<file path="src/rtl/fp_pkg.sv">
// fp_pkg: shared single-precision floating-point definitions.
//   Field widths, exponent bias, int-to-float latency, the fp32_t field
//   layout and a packing helper. Imported by fp_int2float and by the
//   float add/normalize blocks.
package fp_pkg;

    localparam int FP_EXP_BIAS    = 127;
    localparam int FP_MANT_W      = 23;
    localparam int FP_EXP_W       = 8;
    localparam int FP_I2F_LATENCY = 4;

    typedef struct packed {
        logic                 sign;
        logic [FP_EXP_W-1:0]  exp;
        logic [FP_MANT_W-1:0] mant;
    } fp32_t;

    function automatic fp32_t fp_pack(input logic                 sign,
                                      input logic [FP_EXP_W-1:0]  exp,
                                      input logic [FP_MANT_W-1:0] mant);
        fp32_t f;
        f.sign = sign;
        f.exp  = exp;
        f.mant = mant;
        return f;
    endfunction

endpackage

</file>
<file path="src/rtl/fp_lzc.sv">
// fp_lzc: combinational leading-zero counter.
//   value    in  W        : operand, bit W-1 is the most significant
//   count    out clog2(W+1): number of zeros above the highest set bit
//                           (W when value is zero)
//   all_zero out 1        : value is zero
module fp_lzc #(
    parameter int W = 32
) (
    input  logic [W-1:0]             value,
    output logic [$clog2(W+1)-1:0]   count,
    output logic                     all_zero
);

    localparam int CW = $clog2(W+1);

    // Ascending scan: the highest set bit is the last one to write count.
    always_comb begin
        count = CW'(W);
        for (int i = 0; i < W; i++) begin
            if (value[i]) begin
                count = CW'(W - 1 - i);
            end
        end
    end

    assign all_zero = ~|value;

endmodule

</file>
<file path="src/rtl/fp_int2float.sv">
// fp_int2float: signed fixed-point / integer to IEEE-754 single precision.
//   result = dataa * 2^-FRAC_BITS, round-to-nearest-even, fixed 4 enabled
//   cycles from acceptance of start to done.
// Ports:
//   clock   in  1        : rising-edge clock
//   resetn  in  1        : asynchronous active-low reset
//   clk_en  in  1        : low freezes every register
//   start   in  1        : conversion request (ignored while busy)
//   dataa   in  IN_WIDTH : signed two's-complement input
//   result  out 32       : single-precision result, held between done pulses
//   done    out 1        : one enabled cycle pulse when result is new
//   busy    out 1        : conversion in flight
// Build option: define FP_I2F_PIPELINED_EN for a fully pipelined variant
//   that accepts start every enabled cycle with busy tied low.
module fp_int2float
    import fp_pkg::*;
#(
    parameter int IN_WIDTH  = 32,
    parameter int FRAC_BITS = 0
) (
    input  logic                clock,
    input  logic                resetn,
    input  logic                clk_en,
    input  logic                start,
    input  logic [IN_WIDTH-1:0] dataa,
    output logic [31:0]         result,
    output logic                done,
    output logic                busy
);

    localparam int LZ_W    = $clog2(IN_WIDTH + 1);
    localparam int EXP_TOP = FP_EXP_BIAS + IN_WIDTH - 1 - FRAC_BITS;
    localparam int EW      = IN_WIDTH + 32;

    if (IN_WIDTH < 2 || IN_WIDTH > 32) begin : g_bad_in_width
        $error("fp_int2float: IN_WIDTH must be in 2..32");
    end
    if (FRAC_BITS < 0 || FRAC_BITS > 126) begin : g_bad_frac_bits
        $error("fp_int2float: FRAC_BITS must be in 0..126");
    end

    // Pads the normalized magnitude with zeros so the 23 mantissa bits plus
    // guard/round/sticky always exist, whatever IN_WIDTH is.
    function automatic fp32_t round_pack(input logic                sign,
                                         input logic [IN_WIDTH-1:0] norm,
                                         input logic [7:0]          exp,
                                         input logic                zero);
        logic [EW-1:0] ext;
        logic [22:0]   mant;
        logic [23:0]   sum;
        logic          g, r, s, up;
        logic [7:0]    exp_r;
        ext   = {norm, 32'b0};
        mant  = ext[EW-2 -: 23];
        g     = ext[EW-25];
        r     = ext[EW-26];
        s     = |ext[EW-27:0];
        up    = g & (r | s | mant[0]);
        sum   = {1'b0, mant} + {23'b0, up};
        exp_r = exp;
        if (sum[23]) begin
            exp_r = exp + 8'd1;
        end
        if (zero) begin
            return fp_pack(1'b0, 8'd0, 23'd0);
        end
        return fp_pack(sign, exp_r, sum[22:0]);
    endfunction

    logic                vld_p1_q, vld_p2_q, vld_p3_q;
    logic                vld_p1_d, vld_p2_d, vld_p3_d;
    logic                busy_q, busy_d, done_q, done_d;
    logic [31:0]         result_q, result_d;
    logic                accept;

    logic                sign_p1_q, sign_p1_d;
    logic [IN_WIDTH-1:0] mag_p1_q, mag_p1_d;
    logic                sign_p2_q, sign_p2_d;
    logic [IN_WIDTH-1:0] mag_p2_q, mag_p2_d;
    logic [LZ_W-1:0]     lz_p2_q, lz_p2_d;
    logic                zero_p2_q, zero_p2_d;
    logic                sign_p3_q, sign_p3_d;
    logic [IN_WIDTH-1:0] norm_p3_q, norm_p3_d;
    logic [7:0]          exp_p3_q, exp_p3_d;
    logic                zero_p3_q, zero_p3_d;

    logic [LZ_W-1:0]     lz_cnt;
    logic                lz_zero;

    fp_lzc #(.W(IN_WIDTH)) u_lzc (
        .value    (mag_p1_q),
        .count    (lz_cnt),
        .all_zero (lz_zero)
    );

    always_comb begin
`ifdef FP_I2F_PIPELINED_EN
        accept = start;
        busy_d = 1'b0;
`else
        accept = start & ~busy_q;
        busy_d = busy_q;
        if (clk_en) begin
            if (accept) begin
                busy_d = 1'b1;
            end else if (vld_p3_q) begin
                busy_d = 1'b0;
            end
        end
`endif
        vld_p1_d  = vld_p1_q;
        vld_p2_d  = vld_p2_q;
        vld_p3_d  = vld_p3_q;
        done_d    = done_q;
        result_d  = result_q;
        sign_p1_d = sign_p1_q;
        mag_p1_d  = mag_p1_q;
        sign_p2_d = sign_p2_q;
        mag_p2_d  = mag_p2_q;
        lz_p2_d   = lz_p2_q;
        zero_p2_d = zero_p2_q;
        sign_p3_d = sign_p3_q;
        norm_p3_d = norm_p3_q;
        exp_p3_d  = exp_p3_q;
        zero_p3_d = zero_p3_q;
        if (clk_en) begin
            // S1: capture sign and magnitude; -2^(IN_WIDTH-1) still fits unsigned
            vld_p1_d  = accept;
            sign_p1_d = dataa[IN_WIDTH-1];
            mag_p1_d  = dataa[IN_WIDTH-1] ? (~dataa + {{(IN_WIDTH-1){1'b0}}, 1'b1}) : dataa;
            // S2: leading-zero count
            vld_p2_d  = vld_p1_q;
            sign_p2_d = sign_p1_q;
            mag_p2_d  = mag_p1_q;
            lz_p2_d   = lz_cnt;
            zero_p2_d = lz_zero;
            // S3: normalize and form the biased exponent
            vld_p3_d  = vld_p2_q;
            sign_p3_d = sign_p2_q;
            norm_p3_d = mag_p2_q << lz_p2_q;
            exp_p3_d  = 8'(EXP_TOP) - 8'(lz_p2_q);
            zero_p3_d = zero_p2_q;
            // S4: round and pack
            done_d    = vld_p3_q;
            if (vld_p3_q) begin
                result_d = round_pack(sign_p3_q, norm_p3_q, exp_p3_q, zero_p3_q);
            end
        end
    end

    always_ff @(posedge clock or negedge resetn) begin
        if (!resetn) begin
            vld_p1_q <= 1'b0;
            vld_p2_q <= 1'b0;
            vld_p3_q <= 1'b0;
            busy_q   <= 1'b0;
            done_q   <= 1'b0;
            result_q <= 32'd0;
        end else begin
            vld_p1_q <= vld_p1_d;
            vld_p2_q <= vld_p2_d;
            vld_p3_q <= vld_p3_d;
            busy_q   <= busy_d;
            done_q   <= done_d;
            result_q <= result_d;
        end
    end

    // Datapath registers carry no reset; their valids qualify them.
    always_ff @(posedge clock) begin
        sign_p1_q <= sign_p1_d;
        mag_p1_q  <= mag_p1_d;
        sign_p2_q <= sign_p2_d;
        mag_p2_q  <= mag_p2_d;
        lz_p2_q   <= lz_p2_d;
        zero_p2_q <= zero_p2_d;
        sign_p3_q <= sign_p3_d;
        norm_p3_q <= norm_p3_d;
        exp_p3_q  <= exp_p3_d;
        zero_p3_q <= zero_p3_d;
    end

    assign result = result_q;
    assign done   = done_q;
    assign busy   = busy_q;

endmodule

</file>
<file path="config.mk">
export PLATFORM = sky130hd
export DESIGN_NAME = fp_int2float
export DESIGN_NICKNAME = d
export VERILOG_FILES = /design/src/rtl/fp_pkg.sv /design/src/rtl/fp_lzc.sv /design/src/rtl/fp_int2float.sv
export SDC_FILE = /design/constraint.sdc
export NUM_CORES = 1
export LEC_CHECK = 0
export ABC_AREA = 1
export ABC_CLOCK_PERIOD_IN_PS = 4900
export CORE_MARGIN = 10
export CORE_UTILIZATION = 55
export CTS_CLUSTER_SIZE = 8
export DETAILED_ROUTE_END_ITERATION = 16
export PLACE_DENSITY = 0.77
export SYNTH_ARGS = -nofsm -noshare
export SYNTH_HDL_FRONTEND = slang
export SYNTH_SLANG_ARGS = --single-unit
</file>
<file path="constraint.sdc">
create_clock -name clock -period 4.9 [get_ports clock]
set_input_delay 0.735 -clock clock [delete_from_list [all_inputs] [get_ports clock]]
set_output_delay 0.735 -clock clock [all_outputs]
set_load 0.005 [all_outputs]
</file>
==> impl_results.rst, run 1 <==
.. list-table::
   :header-rows: 1

   * - Metric
     - Value
   * - Top routing layer in use
     - met4
   * - Die H
     - ~140 um
   * - Shortest period the worst path allows
     - 3.25 ns
   * - Setup crit end kind
     - register
   * - Number of unique standard cell types used by synthesis
     - between 40 and 50
   * - Routed wl met3
     - about 840 um
   * - Worst slew pin tran
     - approximately 0.95 ns
   * - Number of nets at the end of the flow
     - between 900 and 1000
   * - Final count of pins violating max slew
     - 0
   * - Worst reg2reg endpoint
     - norm_p3_q[26]$_SDFFCE_PP0P_
   * - Number of fillers in the final layout
     - about 1100
   * - Last weighted congestion value of the routability-driven placer
     - 0.920
   * - Post-synthesis net count
     - a little over 900
   * - Reg clk slew, reported paths
     - roughly 0.060 ns
   * - Fraction of the cycle the final worst path needs
     - roughly two thirds
   * - DR DRC count
     - 0
   * - Number of global-route vias before repair
     - between 5000 and 6000
   * - Number of buffers added for setup after CTS
     - 0
   * - Routed met1 length
     - around 6800 um
   * - TritonCTS clock tree
     - yes
   * - Antenna violations before repair
     - 0
   * - Detailed-route wire length
     - 15400 um
   * - Max Root-Sink Buffers
     - 2
   * - Arrival @ worst endpoint
     - between 3 and 4 ns
   * - Instance count after placement with tap cells included
     - between 1000 and 1500
   * - Critical path required time
     - between 5 and 6 ns
   * - Floorplan core area
     - about 14000 um^2
   * - Top-count cell post-synth
     - nand2_1
   * - CTS Root Buffer Type
     - clkbuf_16
   * - Total congestion overflow
     - 0
   * - Overall via count from detail_route
     - approximately 6000
   * - Final-report hold violation count
     - 0
   * - Starting density of the core
     - roughly 56%
   * - Count of routing violations after the opening detailed-route iteration
     - ~250
   * - First-pass DRT Iterations
     - 7
   * - Share of Yosys cell area claimed by the top area cell type
     - between 40% and 50%
   * - Number of ports placed on the die boundary
     - 70
   * - ANT nets after route
     - 0
   * - Start point of the critical path
     - dataa[0]
   * - Beginning of the worst register-to-register path
     - lz_p2_q[1]$_SDFFCE_PP0P_
   * - Post-DR wirelength/cell
     - between 10 and 15 um
   * - Number of synthesized flops with an enable pin
     - ~110
   * - Slack of the critical path
     - around 1.6 ns
   * - Leakage power total
     - a little under 4 nW
   * - Power per cell area
     - between 300 and 400 nW/um^2
   * - Non-Filler Instances
     - 1147
   * - Largest net degree at the start of global routing
     - 80
   * - Netlist Area Pre-Place
     - ~8000 um^2
   * - Peak supply drop
     - ~0.00025 V
   * - Critical Path End
     - mag_p1_q[28]$_DFFE_PP_
   * - Post-layout instance area
     - about 9400 um^2
   * - Worst Path Max Fanout
     - 3
   * - Cell Area, Placed
     - approximately 9000 um^2
   * - Die extent in x
     - roughly 140 um
   * - Worst Hold Margin
     - roughly 0.39 ns
   * - Number of violations of the max-capacitance limit
     - 0
   * - Global-route wire length before repair
     - ~26000 um
   * - Post-synthesis sequential area ratio
     - a little over half
   * - Final clock skew
     - about 0.009 ns
   * - RSZ-0062 raised after global routing
     - false
   * - Die Outline Area
     - slightly below 20000 um^2
   * - Area contributors post-synth
     - edfxtp_1 (42%), dfrtp_1 (12%), nand2_1 (11%)
   * - Total number of yosys warnings
     - 0
   * - Synthesized area divided by synthesized cell count
     - between 8 and 9 um^2
   * - Routed via count divided by cell count
     - 5.23
   * - Accumulated negative setup slack
     - 0 ns
   * - Fraction of final layout cells sized beyond drive strength 1
     - roughly 8.4%
   * - Result of the run
     - finished clean
   * - Worst Reg2Reg Path Length in Cells
     - 5
   * - Synth Flop Type
     - edfxtp_1
   * - Register bit count reported by yosys
     - 150
   * - Critical path launch point type
     - input pin
   * - Gates resized, CTS repair
     - 0
   * - Leading post-synthesis cells by instance count
     - nand2_1 (230), edfxtp_1 (113), nor2_1 (91)
   * - Worst slack at placement
     - 1.15 ns
   * - Later-pin clock latency in the skew report
     - between 0.4 and 0.5 ns
   * - Yosys top cell by area
     - edfxtp_1
   * - Slew margin rel.
     - ~37%
   * - Count of standard-cell rows
     - 44
   * - Deepest level of the CTS H-tree
     - 4
   * - Tot Pwr
     - around 3.6 mW
   * - Number of buffers added by the clock tree synthesis step
     - 17
   * - Utilization of the core after routing
     - 65.7%
   * - Total length of routed met2 wires
     - approximately 7400 um
   * - Worst hold path class
     - input pin to asynchronous set/reset pin
   * - Sum of net half-perimeters after detailed placement
     - ~12000 um
   * - Finish-stage setup viols
     - 0
   * - Proportion of register bits with asynchronous set or reset after synthesis
     - 24.7%
   * - Antenna diode count
     - 0
   * - Number of input and output port buffers inserted
     - just under 70
   * - Number of clock sinks
     - 150
   * - Reg-to-reg slack, setup
     - around 1.9 ns
   * - Synth-to-Final Area Change
     - 18.0%
   * - Gr usage total
     - 15.9%
   * - Setup Crit Path Kind
     - input pin to register
   * - Number of buffers inserted for hold repair after clock tree synthesis
     - 0
   * - FMAX
     - ~0.3 GHz
   * - Number of standard cells after synthesis
     - about 900
==> where the power goes <==
group	leakage, nW	switching [mW]	total, mW	internal (mW)
Sequential	1.59	0.105	1.66	1.55
Clock	0.298	0.488	1.37	0.880
Combinational	1.98	0.313	0.611	0.298
Total	3.87	0.906	3.64	2.73
==> layout make-up <==
| cell class | instances | area, um^2 | share of cell area, % |
|---|---|---|---|
| Sequential cell | 150 | 4320 | 45.7 |
| Multi-Input combinational cell | 618 | 3210 | 34.0 |
| Timing Repair Buffer | 74 | 721 | 7.63 |
| Clock buffer | 21 | 460 | 4.87 |
| Inverter | 89 | 334 | 3.54 |
| Tap cell | 184 | 230 | 2.44 |
| Clock inverter | 11 | 173 | 1.83 |
==> how the worst min path moves through the flow <==
stage | startpoint | end | depth (start not counted)
6_report | resetn | result[31]$_DFFE_PN0P_ | 1
2_1_floorplan | sign_p1_q$_DFFE_PP_ | sign_p2_q$_DFFE_PP_ | 0
5_1_grt | resetn | result[31]$_DFFE_PN0P_ | 1
3_5_place_dp | zero_p2_q$_DFFE_PP_ | zero_p3_q$_DFFE_PP_ | 0
3_3_place_gp | zero_p2_q$_DFFE_PP_ | zero_p3_q$_DFFE_PP_ | 0
4_1_cts | resetn | result[31]$_DFFE_PN0P_ | 1
==> routing by layer <==
metal,up-vias,GRT usage (%)
li1,3137,-
met1,2678,18.1
met2,158,27.4
met3,24,4.37
met4,0,7.07
met5,-,0
==> registers in the layout (all words and copies together), names as in the netlist, 6 cells and up <==
name       count
lz_p2_q        6
result        32
mag_p1_q      32
mag_p2_q      31
norm_p3_q     31
exp_p3_q       8
==> critical path, stage by stage <==
cell and delay [ns]:
clkdlybuf4s50_1 0.43, inv_1 0.09, ha_1 0.15, inv_1 0.06, nor4_1 0.31, nand2_1 0.12, nor3_1 0.30, nand4_1 0.19
o21ai_0 0.28, o21ai_0 0.24, a21oi_1 0.25, nand2_1 0.10, xor2_1 0.16
==> cells in the final DEF (no fill, tap or decap), types with 19 or more instances in the layout <==
cell type / instances
a21oi_1: 28
clkdlybuf4s50_1: 67
nand2_1: 230
xnor2_1: 20
xor2_1: 19
inv_1: 81
dfrtp_1: 37
o21ai_0: 69
edfxtp_1: 113
nor2_1: 91
nand3_1: 27
==> cells by family (layout without fill, tap and decap cells) <==
family	Yosys count	after routing	synth area share [%]
AO/OA/AOI/OAI	159	159	11.9
buffers and inverters	127	195	5.96
multiplexers	6	6	0.766
flip-flops	150	150	54.0
adder cells (fa/ha/maj)	4	4	0.625
XOR/XNOR	39	39	4.27
AND/OR/NAND/NOR	410	410	22.5
No activity file was read; power rests on OpenSTA's default activity.
==> run 2: changes to the inputs <==
--- a/config.mk
+++ b/config.mk
@@ -6,9 +6,9 @@
 export NUM_CORES = 1
 export LEC_CHECK = 0
 export ABC_AREA = 1
-export ABC_CLOCK_PERIOD_IN_PS = 4900
+export ABC_CLOCK_PERIOD_IN_PS = 2770
 export CORE_MARGIN = 10
-export CORE_UTILIZATION = 55
+export CORE_UTILIZATION = 53
 export CTS_CLUSTER_SIZE = 8
 export DETAILED_ROUTE_END_ITERATION = 16
 export PLACE_DENSITY = 0.77
==> constraint.sdc (replaced) <==
create_clock -name clock -period 2.77 [get_ports clock]
set_input_delay 0.4155 -clock clock [delete_from_list [all_inputs] [get_ports clock]]
set_output_delay 0.4155 -clock clock [all_outputs]
set_load 0.005 [all_outputs]
==> run 2 against run 1 <==
Net effect: the run now ends with setup timing left; sequential share of layout area down 1.9 points; final cell count up 3.5%; core utilization up 1.6 points; clock skew down 0.0033 ns; hold slack worse by 0.32 ns; largest cell class unchanged.
==> impl_results.rst, run 2 (synthesized netlist as in run 1, its figures left out) <==
.. list-table::
   :header-rows: 1

   * - Metric
     - Value
   * - Result of the run
     - finished, violations left
   * - Violations in the final reports
     - setup timing
   * - Total area of sequential cells
     - ~4300 um^2
   * - Starting density of the core
     - 54.7%
   * - Worst slew pin tran
     - a little under 0.8 ns
   * - Multi-input gate area in the final layout
     - about 3300 um^2
   * - Most used cells in the layout excluding fill and tap cells
     - nand2_1 (227), edfxtp_1 (113), nor2_1 (90), inv_1 (81)
   * - DR DRC count
     - 0
   * - Die extent in x
     - 143 um
   * - Fraction of final layout cells sized beyond drive strength 1
     - 13.2%
   * - Later-pin clock latency in the skew report
     - 0.42 ns
   * - Critical path required time
     - 3.06 ns
   * - Slew margin rel.
     - about half
   * - Net switching fraction of the power
     - 24.9%
   * - Switching pwr
     - between 1.5 and 2 mW
   * - Last weighted congestion value of the routability-driven placer
     - 0.909
   * - First-pass DRT Iterations
     - 5
   * - Reg clk slew, reported paths
     - around 0.060 ns
   * - Internal portion of total power
     - 4.78 mW
   * - Number of buffers inserted for hold repair after clock tree synthesis
     - 0
   * - Overall via count from detail_route
     - between 6000 and 7000
   * - Clock share of power
     - between 30% and 40%
   * - Floorplan core area
     - 14600 um^2
   * - Number of input and output port buffers inserted
     - slightly below 70
   * - Setup Crit Path Kind
     - register to register
   * - Tot Pwr
     - 6.37 mW
   * - TritonCTS clock tree
     - yes
   * - Count of routing violations after the opening detailed-route iteration
     - 270
   * - Peak supply drop
     - approximately 0.00043 V
   * - CTS Root Buffer Type
     - clkbuf_16
   * - Worst Path Max Fanout
     - 3
   * - Power per cell area
     - between 600 and 700 nW/um^2
   * - Number of global-route vias before repair
     - roughly 6100
   * - Sequential share of power
     - a little under half
   * - Number of buffers added by the clock tree synthesis step
     - 17
   * - Relative contribution of combinational cells to total power
     - 17.9%
   * - Slack of the critical path
     - -0.0730 ns
   * - Antenna diode count
     - 0
   * - FMAX
     - roughly 0.35 GHz
   * - Most common cell after layout, fill and taps aside
     - nand2_1
   * - Final clock skew
     - approximately 0.0058 ns
   * - Antenna violations before repair
     - 0
   * - RSZ-0062 raised after global routing
     - true
   * - Fraction of the cycle the final worst path needs
     - 103%
   * - Gr usage total
     - between 15 and 20%
   * - Setup crit end kind
     - register
   * - Worst Reg2Reg Path Length in Cells
     - 22
   * - Worst hold path class
     - input pin to asynchronous set/reset pin
   * - ANT nets after route
     - 0
   * - Sum of net half-perimeters after detailed placement
     - around 12000 um
   * - Final count of pins violating max slew
     - 0
   * - Largest net degree at the start of global routing
     - 120
   * - Finish-stage setup viols
     - 1
   * - Final-report hold violation count
     - 0
   * - Die Outline Area
     - ~20000 um^2
   * - Worst Hold Margin
     - about 0.069 ns
   * - Detailed-route wire length
     - approximately 17000 um
   * - Critical path launch point type
     - register
   * - Arrival @ worst endpoint
     - between 3 and 4 ns
   * - Total congestion overflow
     - 0
   * - Post-DR wirelength/cell
     - ~14 um
   * - Die H
     - 143 um
   * - Max Root-Sink Buffers
     - 2
   * - Number of ports placed on the die boundary
     - 70
   * - Count of standard-cell rows
     - 44
   * - Deepest level of the CTS H-tree
     - 4
   * - Leakage power total
     - slightly above 4 nW
   * - Number of fillers in the final layout
     - about 1200
   * - Shortest period the worst path allows
     - 2.84 ns
   * - Number of violations of the max-capacitance limit
     - 0
   * - Synth-to-Final Area Change
     - 23.2%
   * - Number of nets at the end of the flow
     - 1030
   * - Global-route wire length before repair
     - ~27000 um
   * - Number of clock sinks
     - 150
   * - Routed via count divided by cell count
     - between 5 and 6
[run 2: cell types whose count changed in the layout (fill, tap and decap cells not counted), sizes merged]
cell | before | now
buf | 7 | 47
clkbuf | 21 | 20
clkinv | 4 | 8
clkinvlp | 3 | 1
inv | 89 | 88
[run 2: power groups by stage]
stage / registers, mW / logic [mW] / clock network [mW]
after floorplan: 2.94 / 0.591 / 0
after global placement: 2.95 / 1.11 / 0
after detailed placement: 2.97 / 1.13 / 0
after CTS: 2.93 / 1.14 / 2.32
after global routing: 2.97 / 1.28 / 2.42
final: 2.93 / 1.14 / 2.30
[run 2: cell type report]
class | count | share of cell area, %
clock buffers | 20 | 4.43
clock inverters | 12 | 1.61
inverters | 89 | 3.39
multi-input cells | 618 | 33.9
flip-flops and latches | 150 | 43.8
well taps | 184 | 2.34
repair buffers | 114 | 10.5
[run 2: layer usage]
layer	vias up	track usage, %	part of all wire, %
li1	3215	-	-
met1	2859	19.3	43
met2	173	28.5	48
met3	40	3.45	5.5
met4	0	7.60	2.7
met5	-	0	0
[run 2: stage by stage]
stage / setup TNS, ns / instance area [um^2] / worst slack [ns] / std cells / utilization, %
5_1_grt: -1.09 / 9860 / -0.305 / 1187 / 67.3
2_1_floorplan: 0 / 8000 / 0.308 / 895 / -
3_5_place_dp: -2.54 / 9000 / -0.387 / 1139 / 61.5
6_report: -0.0730 / 9860 / -0.0730 / 1187 / 67.3
4_1_cts: -0.0330 / 9650 / -0.0330 / 1173 / 65.9
3_3_place_gp: -1.62 / 9000 / -0.273 / 1139 / 61.5
[run 2: worst max-delay path: stages (launching register included)]
cell and delay, ns:
edfxtp_1 0.34, nand2_1 0.07, inv_2 0.11, ha_4 0.17
nand3_4 0.09, nor4_4 0.18, nand2_2 0.09, nor2_2 0.12
inv_2 0.06, nor2_4 0.08, nand2_2 0.08, nor2_4 0.11
nand2_2 0.09, nor2_4 0.13, nand2_2 0.08, nor2_4 0.13
nand2_2 0.09, nor2_4 0.13, nand2_2 0.08, nor3_4 0.17
nand2_1 0.08, o21ai_1 0.14, o21ai_1 0.09
[run 2: worst paths after layout]
path	startpoint	to	slack [ns]
worst max-delay path	norm_p3_q[8]$_SDFFCE_PP0P_	result[22]$_DFFE_PN0P_	-0.07
worst min-delay path	resetn	done$_DFFE_PN0P_	0.07
worst min register to register	zero_p2_q$_DFFE_PP_	zero_p3_q$_DFFE_PP_	0.42
min in group clock	zero_p2_q$_DFFE_PP_	zero_p3_q$_DFFE_PP_	0.42
max in group asynchronous	resetn	result[21]$_DFFE_PN0P_	2.20
worst max register to register	norm_p3_q[8]$_SDFFCE_PP0P_	result[22]$_DFFE_PN0P_	-0.07
[run 2: repair_timing]
item	CTS	global route
resized for setup	7	22
pin swaps	2	8
endpoints found under the setup margin	1	16
cloned	0	0
setup buffers	2	14
